$ cat config.mk
export PLATFORM = sky130hd
export DESIGN_NAME = des_decrypt_key_sched
export DESIGN_NICKNAME = d
export VERILOG_FILES = /design/src/rtl/des_decrypt_key_sched.sv
export SDC_FILE = /design/constraint.sdc
export NUM_CORES = 1
export LEC_CHECK = 0
export CORE_ASPECT_RATIO = 1.5
export CORE_MARGIN = 4
export CORE_UTILIZATION = 25
export DETAILED_ROUTE_END_ITERATION = 7
export PLACE_DENSITY_LB_ADDON = 0.3
export RECOVER_POWER = 50
export SYNTH_ARGS = -nofsm -noshare
export SYNTH_HDL_FRONTEND = slang
export SYNTH_SLANG_ARGS = --single-unit
$ cat constraint.sdc
create_clock -name clk -period 3.23 [get_ports clk]
set_input_delay 0.646 -clock clk [delete_from_list [all_inputs] [get_ports clk]]
set_output_delay 0.646 -clock clk [all_outputs]
set_load 0.02 [all_outputs]
$ cat src/rtl/des_decrypt_key_sched.sv
// DES decryption key schedule: produces subkeys K16..K1 one per accepted
// handshake. C/D are loaded once from PC-1 of the key and rotated right
// between rounds. Subkeys are PC-2 of the registered C/D.
module des_decrypt_key_sched (
  input  logic        clk,
  input  logic        n_rst,
  input  logic [63:0] key_in,
  input  logic        key_load,
  input  logic        subkey_ack,
  output logic [47:0] subkey_out,
  output logic        subkey_valid,
  output logic [3:0]  round_idx,
  output logic        sched_done
);

  typedef enum logic [1:0] {
    StIdle,
    StActive,
    StDone
  } state_e;

  // Permuted choice 1, FIPS bit numbering (bit 1 = MSB of key_in).
  localparam int unsigned Pc1Tbl [56] = '{
    57, 49, 41, 33, 25, 17,  9,
     1, 58, 50, 42, 34, 26, 18,
    10,  2, 59, 51, 43, 35, 27,
    19, 11,  3, 60, 52, 44, 36,
    63, 55, 47, 39, 31, 23, 15,
     7, 62, 54, 46, 38, 30, 22,
    14,  6, 61, 53, 45, 37, 29,
    21, 13,  5, 28, 20, 12,  4
  };

  // Permuted choice 2 over {C,D}, bit 1 = MSB of C.
  localparam int unsigned Pc2Tbl [48] = '{
    14, 17, 11, 24,  1,  5,
     3, 28, 15,  6, 21, 10,
    23, 19, 12,  4, 26,  8,
    16,  7, 27, 20, 13,  2,
    41, 52, 31, 37, 47, 55,
    30, 40, 51, 45, 33, 48,
    44, 49, 39, 56, 34, 53,
    46, 42, 50, 36, 29, 32
  };

  function automatic logic [55:0] pc1(input logic [63:0] key);
    logic [55:0] res;
    res = '0;
    for (int i = 0; i < 56; i++) begin
      res[6'(55 - i)] = key[6'(64 - Pc1Tbl[i])];
    end
    return res;
  endfunction

  function automatic logic [47:0] pc2(input logic [55:0] cd);
    logic [47:0] res;
    res = '0;
    for (int i = 0; i < 48; i++) begin
      res[6'(47 - i)] = cd[6'(56 - Pc2Tbl[i])];
    end
    return res;
  endfunction

  state_e      state_q, state_d;
  logic [27:0] c_q, c_d;
  logic [27:0] d_q, d_d;
  logic [3:0]  round_q, round_d;

  logic [3:0]  round_nxt;
  logic        rot_two;
  logic [55:0] key_pc1;

  assign round_nxt = round_q + 4'd1;
  // Decryption walks the encryption shifts backwards; single shifts land on
  // new rounds 1, 8 and 15, everything else rotates by two.
  assign rot_two   = !((round_nxt == 4'd1) || (round_nxt == 4'd8) || (round_nxt == 4'd15));
  assign key_pc1   = pc1(key_in);

  // Next-state: load has priority over ack in every state.
  always_comb begin
    state_d = state_q;
    c_d     = c_q;
    d_d     = d_q;
    round_d = round_q;
    if (key_load) begin
      state_d = StActive;
      c_d     = key_pc1[55:28];
      d_d     = key_pc1[27:0];
      round_d = 4'd0;
    end else begin
      unique case (state_q)
        StIdle: begin
          state_d = StIdle;
        end
        StActive: begin
          if (subkey_ack) begin
            if (round_q == 4'd15) begin
              state_d = StDone;
            end else begin
              round_d = round_nxt;
              if (rot_two) begin
                c_d = {c_q[1:0], c_q[27:2]};
                d_d = {d_q[1:0], d_q[27:2]};
              end else begin
                c_d = {c_q[0], c_q[27:1]};
                d_d = {d_q[0], d_q[27:1]};
              end
            end
          end
        end
        StDone: begin
          state_d = StIdle;
        end
        default: begin
          state_d = StIdle;
        end
      endcase
    end
  end

  // State and key-half registers.
  always_ff @(posedge clk or negedge n_rst) begin
    if (!n_rst) begin
      state_q <= StIdle;
      c_q     <= '0;
      d_q     <= '0;
      round_q <= '0;
    end else begin
      state_q <= state_d;
      c_q     <= c_d;
      d_q     <= d_d;
      round_q <= round_d;
    end
  end

  // Outputs derive directly from registered state.
  always_comb begin
    subkey_out   = pc2({c_q, d_q});
    subkey_valid = (state_q == StActive);
    sched_done   = (state_q == StDone);
    round_idx    = round_q;
  end

endmodule

==> flow_summary.yaml <==
run_status:
  outcome: "finished, violations left"
  violations: "max-capacitance violations, max-slew violations"
drt:
  num_vias: 3367
  drt_iter0_markers: 162
  viasPerCell: 4.98
  dr.pass1.iters: 4
  wire_per_inst_um: 15.5
  post-route-drc-count: 0
  ant_nets: 0
  wl_um: 10500
timing:
  rsz0062_at_grt: "no"
  post-route-min-period_ns: 2.66
  skew_ns: 0.00536
  setup_violations: 0
  worst_pin_slew_ns: 1.62
  finalMaxSlewViolations: 63
  timing.final.crit_share_pct: 82.4
  tns_ns: 0
  final_hold_viol_count: 0
  max-slew-margin-rel_pct: -8.05
  fmax_mhz: 376
cells_and_area:
  fillers: 1686
  layout-drive-gt1-share_pct: 8.03
  antenna_cells: 0
  final_nets: 540
  area_delta_synth_final_pct: 22.0
place:
  hpwl_um: 7000
  io_buffers: 73
  place_congestion: 0.736
synthesis:
  ys_seq_elements: 62
  yosysSeqAreaShare_pct: 38.6
  netlist_top_cells_count: "o211ai_1, dfrtp_1, buf_4"
  synth_top_area_share_pct: 38.6
  synth_warnings: 0
  ys_top_cells_by_area: "dfrtp_1, o211ai_1, buf_4"
  async_flop_share_pct: 100
  synth_area_per_cell_sq_um: 8.96
  synth_ff_type: "dfrtp_1"
  synth.distinct_cells: 35
  yosysMostFrequentCell: "o211ai_1"
  netlist_instances: 449
  syn-cell-area_sq_mm: 0.00402
  yosys.area.top_type: "dfrtp_1"
  synth_edf_count: 0
grt:
  grtUsageMet3_pct: 2.48
  busiest_layer: "met2"
  use_met2_pct: 20.2
  grt.overflow.total: 0
  grt_max_degree: 63
  antenna_found_initial: 0
  grtUsageMet1_pct: 14.9
  grt_use_total_pct: 11.9
  grt_pass1_wl_um: 17900
  grt_pass1_vias: 3451
die:
  io_pins: 122
  rows: 56
  fp.dieArea_sq_mm: 0.0182
  initial_utilization_pct: 25.6
  die_w_um: 112
  die_h_um: 163
  coreArea_sq_mm: 0.0157
clocking:
  h-tree-depth: 3
  clkLatencyLatePin_ns: 0.33
  cts-root-buf: "clkbuf_16"
  postCtsSetupRepairBufs: 0
  cts_tree: "yes"
  cts_buffers: 9
  hold_buffers: 0
  clkTransAtPathRegs_ns: 0.06
  cts_resized: 0
  clkSinkCount: 62
  ctsLongestPathBuffers: 2
power_and_ir_drop:
  vdd_drop_max_v: 0.000219
  power_uw: 2590
  p_per_area_mw_per_mm2: 528
  leakage_uw: 0.00182
critical_path:
  crit_chain: "ha_1, and3_1, nor2_2, clkbuf_1, nor2_1, a2111oi_1"
  cp_slowest_cell: "clkbuf_1"
  crit_buf_inv: 1
  ff2ff_path_depth: 6
  end_kind: "register"
  cp.required_ns: 3.42
  cp.depth: 6
  crit_type: "register to register"
  cp_top_family: "buffers and inverters"
  arrival_ns: 2.86
  cpPeakStageDelay_ns: 0.88
  crit_fanout: 25
  start_kind: "register"
hold_path:
  min_path_cells: 2
  hold_class: "register to register"
job:
  drv_cap: 1
-- layer usage --
metal  share of wire [%]  routed length, um
met5                   0                  0
met1                  45               4700
met3                 3.1                329
met2                  51               5330
met4                 1.1                112
-- per-stage QoR --
| step | setup WS, ns | instances | utilization, % | hold WS, ns | cell area (sq um) |
|---|---|---|---|---|---|
| CTS | 0.587 | 676 | 31.3 | 0.547 | 4920 |
| finish | 0.569 | 676 | 31.3 | 0.570 | 4910 |
| global route | 0.268 | 676 | 31.3 | 0.599 | 4910 |
| global placement | 0.632 | 661 | 29.4 | 0.555 | 4610 |
| detailed placement | 0.589 | 661 | 29.4 | 0.558 | 4610 |
| floorplan | 1.09 | 464 | - | 0.350 | 4080 |
-- area by class of cell --
class                           instances  area (sq um)  area share, %
Clock inverter                          5          75.1           1.53
Clock buffer                           10           229           4.66
Timing Repair Buffer                   88           842           17.1
Sequential cell                        62          1550           31.6
Tap cell                              203           254           5.17
Inverter                                2          7.51          0.153
Multi-Input combinational cell        306          1950           39.7
-- logic make-up after synthesis --
family	share of synthesized area [%]
buffers and inverters	14.8
DFF	38.6
xor gates and xnor gates	0.653
and+or+nand+nor	20.0
other	0.0932
adders and majority gates	0.933
AOI/OAI and AO/OA	25.0
-- worst register-to-register path: stages, from the launching register on --
cell       delay (ns)
dfrtp_1          0.46
ha_1             0.29
and3_1           0.26
nor2_2           0.16
clkbuf_1         0.88
nor2_1           0.10
a2111oi_1        0.38
-- power by group --
| part | internal [uW] | switching (uW) |
|---|---|---|
| logic | 271 | 360 |
| registers | 866 | 92.5 |
| clock network | 667 | 338 |
-- flip-flops by register name (all words and copies together), names as in the netlist --
register,count
c_q,28
round_idx,4
state_q,2
d_q,28
-- path summary, 6_finish.rpt --
| kind | endpoint | slack (ns) | start |
|---|---|---|---|
| min reg2reg | c_q[2] | 0.57 | c_q[3] |
| max | c_q[17] | 0.57 | round_idx[0] |
| min in group asynchronous | c_q[13] | 0.81 | n_rst |
| max reg2reg | c_q[17] | 0.57 | round_idx[0] |
| min | c_q[2] | 0.57 | c_q[3] |
| max in group asynchronous | round_idx[1] | 1.44 | n_rst |
-- cell usage in the layout (no fill, tap or decap), types with 3 or more instances in the layout --
master            n
a2111oi_1        21
a22oi_1          32
buf_4            13
clkbuf_16         9
clkdlybuf4s50_1  57
clkinv_2          3
conb_1           16
dfrtp_1          62
dlygate4sd3_1    14
ha_1              3
nand2_1          35
nor2_1           51
nor2b_1          34
nor3b_1           3
nor4_1           24
o211ai_1         63
xnor2_1           3
Note: power is estimated with default switching activity, not from simulation.
